--- config.mk ---
export PLATFORM = sky130hd
export DESIGN_NAME = rf_exec_pipe_reg
export DESIGN_NICKNAME = d
export VERILOG_FILES = /design/src/rtl/rf_exec_pipe_reg.sv
export SDC_FILE = /design/constraint.sdc
export NUM_CORES = 1
export LEC_CHECK = 0
export CAP_MARGIN = 20
export CORE_ASPECT_RATIO = 1.75
export CORE_MARGIN = 5
export CORE_UTILIZATION = 41
export DETAILED_ROUTE_END_ITERATION = 10
export GPL_TIMING_DRIVEN = 1
export PLACE_DENSITY = 0.89
export RECOVER_POWER = 50
export SLEW_MARGIN = 20
export SYNTH_ARGS = -nofsm -noshare
export SYNTH_HDL_FRONTEND = slang
export SYNTH_SLANG_ARGS = --single-unit
--- constraint.sdc ---
create_clock -name clk -period 2.8 [get_ports clk]
set_clock_uncertainty 0.2 [all_clocks]
set_input_delay 0.56 -clock clk [delete_from_list [all_inputs] [get_ports clk]]
set_output_delay 0.56 -clock clk [all_outputs]
set_load 0.03 [all_outputs]
--- src/rtl/rf_exec_pipe_reg.sv ---
// RF-read -> execute pipeline register with operand forwarding select,
// load-use hazard bubble insertion, hold/flush handling and a saturating bubble counter.
module rf_exec_pipe_reg #(
  parameter int CNT_W = 8
) (
  input  logic             clk,
  input  logic             reset_n,
  input  logic             i_valid,
  input  logic [15:0]      i_ir,
  input  logic [15:0]      i_rx_data,
  input  logic [15:0]      i_ry_data,
  input  logic [1:0]       i_detect,
  input  logic [15:0]      i_fwd_data,
  input  logic             i_stall,
  input  logic             i_flush,
  output logic             o_valid,
  output logic [15:0]      o_ir,
  output logic [15:0]      o_opa,
  output logic [15:0]      o_opb,
  output logic             o_stall_upstream,
  output logic [CNT_W-1:0] o_bubble_cnt
);

  localparam logic [3:0] OP_MV_X   = 4'd0;
  localparam logic [3:0] OP_MVHI   = 4'd1;
  localparam logic [3:0] OP_ADD_X  = 4'd2;
  localparam logic [3:0] OP_SUB_X  = 4'd3;
  localparam logic [3:0] OP_LD     = 4'd4;
  localparam logic [3:0] OP_ST     = 4'd5;
  localparam logic [3:0] OP_CMP_X  = 4'd6;
  localparam logic [3:0] OP_J_X    = 4'd8;
  localparam logic [3:0] OP_JN_X   = 4'd9;
  localparam logic [3:0] OP_JZ_X   = 4'd10;
  localparam logic [3:0] OP_CALL_X = 4'd11;

  logic [3:0]  op;
  logic        imm;
  logic [2:0]  src_rx;
  logic [2:0]  src_ry;
  logic        reads_rx;
  logic        reads_ry;
  logic        hazard;
  logic [15:0] next_opa;
  logic [15:0] next_opb;
  logic        unused_ir_bits;

  assign op             = i_ir[3:0];
  assign imm            = i_ir[4];
  assign src_rx         = i_ir[7:5];
  assign src_ry         = i_ir[10:8];
  assign unused_ir_bits = ^i_ir[15:11];

  assign next_opa = i_detect[0] ? i_fwd_data : i_rx_data;
  assign next_opb = i_detect[1] ? i_fwd_data : i_ry_data;

  // Ry is a real source only in register form, except LD/ST which always address through it.
  always_comb begin
    reads_rx = 1'b0;
    reads_ry = 1'b0;
    case (op)
      OP_ADD_X, OP_SUB_X, OP_CMP_X: begin
        reads_rx = 1'b1;
        reads_ry = ~imm;
      end
      OP_ST: begin
        reads_rx = 1'b1;
        reads_ry = 1'b1;
      end
      OP_MVHI: reads_rx = 1'b1;
      OP_LD:   reads_ry = 1'b1;
      OP_MV_X, OP_J_X, OP_JN_X, OP_JZ_X, OP_CALL_X: reads_ry = ~imm;
      default: begin
        reads_rx = 1'b0;
        reads_ry = 1'b0;
      end
    endcase
  end

  assign hazard = o_valid && (o_ir[3:0] == OP_LD) && i_valid &&
                  ((reads_rx && (src_rx == o_ir[7:5])) ||
                   (reads_ry && (src_ry == o_ir[7:5])));

  assign o_stall_upstream = (i_stall | hazard) & ~i_flush;

  // The bubble clears o_valid, so a hazard never persists past one edge.
  always_ff @(posedge clk or negedge reset_n) begin
    if (!reset_n) begin
      o_valid      <= 1'b0;
      o_ir         <= 16'h0000;
      o_opa        <= 16'h0000;
      o_opb        <= 16'h0000;
      o_bubble_cnt <= '0;
    end else if (i_flush) begin
      o_valid <= 1'b0;
    end else if (i_stall) begin
      o_valid <= o_valid;
    end else if (hazard) begin
      o_valid <= 1'b0;
      if (o_bubble_cnt != {CNT_W{1'b1}})
        o_bubble_cnt <= o_bubble_cnt + CNT_W'(1);
    end else begin
      o_valid <= i_valid;
      o_ir    <= i_ir;
      o_opa   <= next_opa;
      o_opb   <= next_opb;
    end
  end

endmodule

After elaboration in Yosys (flattened, before gate mapping)
Cells that the tools add are included.

Bits in registers: 57. Output and inout bits: 58.

Bitwise operators: 6. Add/subtract/negate cells: 1. Equal/unequal tests: 15. Mux-type cells: 7. Reductions and logical operators: 12.

Operators with widths (number): 2-to-1 mux 16 bit (2); equality test 4 x 3 -> 1 bit, second input constant (4); equality test 4 bit, second input constant (4); adder 8 x 1 -> 8 bit, second input constant (1); equality test 4 x 2 -> 1 bit, second input constant (2); inequality test 8 bit, second input constant (1); OR reduction 8 bit (1); equality test 3 bit (2); logical AND 1 bit (5); OR reduction 5 bit (1); equality test 4 x 1 -> 1 bit, second input constant (1); logical NOT 4 bit (1); 2-to-1 mux 1 bit (4); inverter 1 bit (4); AND reduction 4 bit (1); AND reduction 3 bit (1); inequality test 2 x 1 -> 1 bit, second input constant (1); one-hot mux 1 bit (2 select lines) (1); OR reduction 2 bit (1); bitwise AND 1 bit (1); logical OR 1 bit (1); OR 1 bit (1).

Logic depth before layout (Yosys ltp)
Gate-level depths: netlist (run 1).

Word-level depth: 9. Depth in mapped cells: 7. Gate-level depth less buffers: 6.

Least setup slack after synthesis (run 1)
OpenSTA, ideal clock, no wires.

Path type: input -> output. Start point: in i_ir[7]. End point: out o_stall_upstream. Data arrival time: 1925 ps. Cell stages on the path: 5. Path slack: 115 ps. Cell sequence: xor2_1 nor3_1 nand3_1 a21o_1 a21oi_1.

Longest elaborated chain between the ends: 6.

RTL lines: start, declared (line 9) `input logic [15:0] i_ir,`; equality test 3 bit (line 80) `((reads_rx && (src_rx == o_ir[7:5])) ||`; logical AND 1 bit (line 80); logical OR 1 bit (line 80); logical AND 1 bit (line 79) `assign hazard = o_valid && (o_ir[3:0] == OP_LD) && i_valid &&`; OR 1 bit (line 83) `assign o_stall_upstream = (i_stall | hazard) & ~i_flush;`; bitwise AND 1 bit (line 83); end, declared (line 20) `output logic o_stall_upstream,`.

Every way passes these cells.

Worst setup path in the final report (run 1)
Start point: in i_ir[8]. End point: out o_stall_upstream.

Longest elaborated chain between the ends: 6.

RTL lines: equality test 3 bit (line 81) `(reads_ry && (src_ry == o_ir[7:5])));`; logical AND 1 bit (line 81); logical OR 1 bit (line 80); logical AND 1 bit (line 79); OR 1 bit (line 83); bitwise AND 1 bit (line 83).

Every way passes these cells.

==> flow_summary.toml, run 1 <==
[detailed_routing]
first_iter_violations = 75
viasPerCell = 5.042
finalWirelength_um = 8411
routedWlPerCell_um = 18.57
num_vias = 2284
first_pass_iters = 4
antenna_left = 0
drc = 0

[layout]
drive_above_1_share = 0.3089
postLayoutCellArea_sq_um = 4802
mostFrequentLayoutCell = "clkdlybuf4s50_1"
final_cell_mix = "91 x clkdlybuf4s50_1, 57 x dfrtp_1, 51 x mux2_2, 30 x mux2_1, 27 x dlygate4sd3_1"
nets = 436
diodes = 0
area_delta_synth_final_pct = 71.57
fillCellCount = 478
fin_util = 0.7107

[sta]
finalHoldViolations = 0
max_slew_margin = 0.02641
fmax_mhz = 365.6
setup_viol = 0
fin_crit_sh = 0.9768
tightest_slew_ns = 1.460
rsz0062_at_grt = "no"
min_period_ns = 2.735
finalMaxSlewViolations = 0

[die]
die_w_um = 72.46
start_util = 0.4143
fp.coreArea_sq_um = 6756
die_h_um = 119.3
rows = 40
io-pin-count = 129
dieArea_sq_um = 8644

[setup_path]
worstSetupStartpointType = "primary input"
end_kind = "output pin"
cp-startpoint = "i_ir[8]"
path_depth = 6
path_buf_inv = 2
cp_slowest_cell = "clkdlybuf4s50_1"
critical-path-top-delay-family = "buffers and inverters"
rr_worst_depth = 11
path_max_fanout = 2
cp.arrival_ns = 1.97
path_cells = "clkdlybuf4s50_1 -> xnor2_1 -> o2111ai_4 -> a21o_1 -> a21oi_2 -> buf_6"
crit_required_ns = 2.04
critPathMaxStageDelay_ns = 0.46
r2r-start = "o_ir[6]"
critical_path_class = "in2out"

[clocking]
cts_tree = "yes"
h-tree-depth = 3
cts_inserted_buffers = 9
cts_root_buffer = "clkbuf_16"
cts_hold_buf = 0
cts.sinks = 57
clock_latency_ns = 0.32
cts_buffer_depth = 2
clk_pin_slew_ns = 0.05

[global_routing]
grt_overflow_total = 0
grt_pass1_vias = 2534
antenna_found_initial = 0
grtUsageTotal = 0.1883
grt_max_degree = 33
grt_first_pass_wirelength_um = 12360

[job]
maxCapViolCount = 0

[pwr]
power_density_nw_per_um2 = 609.1
power.leakage_nw = 2.069
peakVddDrop_mv = 0.5603

[run_status]
outcome = "finished clean"

[synthesis]
synth_nets = 273
async_flop_share = 1.000
synth-main-ff-cell = "dfrtp_1"
yosys_warnings = 0
synth-seq-cells = 57
avgSynthCellArea_sq_um = 13.93
syn_inst = 201
synth_edf_count = 0
ys_seq_area_frac = 0.5096
ys_types = 32
netlist_area_sq_um = 2799

[place]
dpl_cell_area_sq_um = 4283
post-dp-hpwl_um = 6047
port-buffer-count = 128
globalplace.congestion = 0.7787

[hold_path]
hold_path.class = "reg2reg"
worstHoldStart = "o_opa[10]"
worstHoldPathCells = 1
-- area by class of cell --
class	count	area (sq um)	share of cell area
timing repair buffer	161	1605	0.3343
sequential	57	1426	0.2970
multi-input combinational	133	1364	0.2840
clock buffer	14	284.0	0.05915
tap	84	105.1	0.02189
clock inverter	2	10.01	0.002084
inverter	2	7.507	0.001563
-- synthesized netlist by cell type, drive strengths merged (3+ instances only) --
cell	n	area [sq um]
mux2	81	912.1
nand3	4	20.02
nor3	3	15.01
buf	5	46.29
xor2	9	78.83
clkbuf	4	15.01
dfrtp	57	1426
nor2	3	11.26
xnor2	4	35.03
nand4	4	25.02
a21oi	5	28.78
nand2	3	11.26
-- state kept, by name, summed over array words and instances, names as in the netlist --
name          flops
o_ir             16
o_opb            16
o_opa            16
o_valid           1
o_bubble_cnt      8
-- cells by family (layout without fill, tap and decap cells) --
group	Yosys count	after routing	share of synthesized area
flops	57	57	0.5096
mux	81	81	0.3259
fa+ha+maj	1	1	0.004470
compound gates	16	16	0.05275
buf+inv	11	179	0.02458
xor+xnor	13	13	0.04068
simple gates	22	22	0.04202
-- final timing paths --
| path | endpoint | slack (ns) |
|---|---|---|
| setup / recovery | o_stall_upstream | 0.07 |
| hold / removal | o_opa[10] | 0.28 |
| setup reg to reg | o_opb[1] | 0.18 |
| hold reg to reg | o_opa[10] | 0.28 |
| max in group asynchronous | o_opa[0] | 0.53 |
| min in group asynchronous | o_ir[4] | 0.38 |
-- per-stage QoR --
stage | setup TNS, ns | hold WS, ns | setup WS [ns] | power (mW) | cells
floorplan | 0 | 0.06441 | 0.1153 | 1.439 | 201
global placement | -0.07380 | 0.2725 | -0.07380 | 1.858 | 420
detailed placement | -0.1858 | 0.2835 | -0.1027 | 1.880 | 420
CTS | 0 | 0.06332 | 0.006852 | 2.953 | 446
global route | 0 | 0.3060 | 0.005670 | 3.051 | 453
finish | 0 | 0.2801 | 0.06503 | 2.925 | 453
-- per-layer routing --
metal | global-route usage | part of all wire | up-vias
met3 | 0.04645 | 0.061 | 10
met1 | 0.1849 | 0.34 | 1126
met5 | 0 | 0 | -
li1 | - | - | 1063
met2 | 0.3545 | 0.58 | 85
met4 | 0.08661 | 0.018 | 0
-- power by group --
part	switching (mW)	total (mW)	internal [mW]
clock network	0.342	1.03	0.690
registers	0.0671	1.01	0.941
logic	0.450	0.884	0.435
total	0.859	2.93	2.07
-- timing repair --
item	4_1_cts	5_1_grt
endpoints found under the hold margin	0	0
cloned	0	4
setup endpoints to repair	1	50
pin swaps	6	9
resized for setup	3	16
buffers inserted	10	3
No activity file was read; power rests on OpenSTA's default activity.
==> inputs of run 2 (changes only) <==
--- a/config.mk
+++ b/config.mk
@@ -5,13 +5,13 @@
 export SDC_FILE = /design/constraint.sdc
 export NUM_CORES = 1
 export LEC_CHECK = 0
-export CAP_MARGIN = 20
+export CAP_MARGIN = 30
 export CORE_ASPECT_RATIO = 1.75
 export CORE_MARGIN = 5
-export CORE_UTILIZATION = 41
+export CORE_UTILIZATION = 37
 export DETAILED_ROUTE_END_ITERATION = 10
 export GPL_TIMING_DRIVEN = 1
-export PLACE_DENSITY = 0.89
+export PLACE_DENSITY = 0.85
 export RECOVER_POWER = 50
 export SLEW_MARGIN = 20
 export SYNTH_ARGS = -nofsm -noshare
==> constraint.sdc (replaced) <==
create_clock -name clk -period 2.3 [get_ports clk]
set_clock_uncertainty 0.2 [all_clocks]
set_input_delay 0.46 -clock clk [delete_from_list [all_inputs] [get_ports clk]]
set_output_delay 0.46 -clock clk [all_outputs]
set_load 0.03 [all_outputs]
==> run 2 against run 1 <==
Against the previous run:
- the flow now finishes with violations (negative setup slack)
- clock-buffer cell count up 1
- register-to-register slack worse by 0.27 ns
- sequential share of layout area down 0.90 points
- critical path type unchanged
- critical endpoint unchanged
- largest cell class unchanged
- highest routed layer unchanged
==> flow_summary.toml, run 2 (synthesis gave the netlist of run 1 again) <==
[detailed_routing]
finalWirelength_um = 8625
first_iter_violations = 79
first_pass_iters = 4
viasPerCell = 5.095
num_vias = 2318
routedWlPerCell_um = 18.96
drc = 0
antenna_left = 0

[setup_path]
cp_slowest_cell = "or2_1"
path_buf_inv = 2
cp.arrival_ns = 1.78
path_max_fanout = 4
worstSetupStartpointType = "primary input"
critical_path_class = "in2out"
critPathMaxStageDelay_ns = 0.26
path_cells = "clkdlybuf4s15_1 -> or2_1 -> a21oi_2 -> o2111ai_4 -> a21o_1 -> a21oi_4 -> buf_6"
crit_required_ns = 1.64
critical-path-top-delay-family = "compound AO/OA/AOI/OAI gates"
end_kind = "output pin"

[die]
dieArea_sq_um = 9472
io-pin-count = 129
fp.coreArea_sq_um = 7462
rows = 42
start_util = 0.3751
die_w_um = 75.75
die_h_um = 125.1

[sta]
max_slew_margin = 0.4777
setup_viol = 40
setup_tns_ns = -2.478
fin_crit_sh = 1.060
finalHoldViolations = 0
fmax_mhz = 410.1
min_period_ns = 2.438
whs_ns = 0.2697
finalWorstSetupSlack_ns = -0.1384
rsz0062_at_grt = "yes"
tightest_slew_ns = 0.7834
finalMaxSlewViolations = 0

[global_routing]
grt_pass1_vias = 2477
grtUsageTotal = 0.1642
grt_max_degree = 58
antenna_found_initial = 0
grt_overflow_total = 0
grt_first_pass_wirelength_um = 11830

[place]
dpl_cell_area_sq_um = 4345
port-buffer-count = 128
dp.cells = 426
place_ws_ns = -0.4578
post-dp-hpwl_um = 5862
globalplace.congestion = 0.8311

[clocking]
clock_latency_ns = 0.32
h-tree-depth = 3
clk_pin_slew_ns = 0.05
cts_tree = "yes"
cts.sinks = 57
cts_root_buffer = "clkbuf_16"
cts_inserted_buffers = 9
cts_buffer_depth = 2

[run_status]
failed_checks = "negative setup slack"
outcome = "finished, violations left"

[layout]
final-instance-count-excl-fill = 455
fillCellCount = 547
area_delta_synth_final_pct = 77.07
ff_latch_area_sq_um = 1428
postLayoutCellArea_sq_um = 4956
multi_input_area_sq_um = 1530
reg.largest.list = "o_ir: 16 flops, o_opa: 16 flops, o_opb: 16 flops"
drive_above_1_share = 0.3678
fin_util = 0.6642
final_cell_mix = "113 x clkdlybuf4s50_1, 56 x dfrtp_1, 42 x mux2_4, 35 x mux2_2, 18 x buf_4"
diodes = 0
nets = 435
mostFrequentLayoutCell = "clkdlybuf4s50_1"

[pwr]
power.leakage_nw = 2.244
total_power_mw = 3.588
peakVddDrop_mv = 0.5622
power_density_nw_per_um2 = 724.0

[hold_path]
hold_path.class = "in2reg"

[job]
maxCapViolCount = 0
==> run 2: changes by cell type in the layout (fill, tap and decap cells not counted), sizes merged <==
cell	previous run	this run
clkdlybuf4s15	0	2
clkinv	2	0
dlymetal6s2s	7	1
clkdlybuf4s50	91	113
dlygate4sd2	1	7
buf	31	28
clkbuf	18	21
dlygate4sd3	27	3
==> run 2: timing repair <==
item / CTS / global route
setup endpoints to repair: 47 / 50
cloned: 0 / 4
setup buffers: 6 / 3
hold buffers: 1 / 0
resized for setup: 17 / 51
endpoints found under the hold margin: 57 / 0
pin swaps: 9 / 6
==> run 2: layout make-up <==
type,instances,area share
clock buffer,15,0.05201
multi-input combinational,133,0.3088
tap,88,0.02222
timing repair buffer,160,0.3274
inverter,2,0.001515
sequential,57,0.2881
==> run 2: report_power, final <==
group          internal (mW)  switching [mW]  leakage, nW
Clock                  0.751           0.401        0.124
Sequential              1.15          0.0907        0.687
Combinational          0.639           0.560         1.43
==> run 2: worst paths after layout <==
path                       depth (start not counted)  startpoint          endpoint  slack, ns
max in group asynchronous                          3     reset_n           o_ir[7]       0.68
max reg2reg                                        8     o_ir[7]          o_opa[0]      -0.09
min                                                2     i_ir[1]           o_ir[1]       0.27
max                                                7     i_ir[0]  o_stall_upstream      -0.14
min reg2reg                                        1    o_opb[2]          o_opb[2]       0.29
min in group asynchronous                          3     reset_n   o_bubble_cnt[1]       0.67
==> run 2: per-layer routing <==
| layer | GRT usage | part of all wire |
|---|---|---|
| met1 | 0.1606 | 0.34 |
| met2 | 0.2965 | 0.56 |
| met3 | 0.05221 | 0.076 |
| met4 | 0.07415 | 0.022 |
| met5 | 0 | 0 |
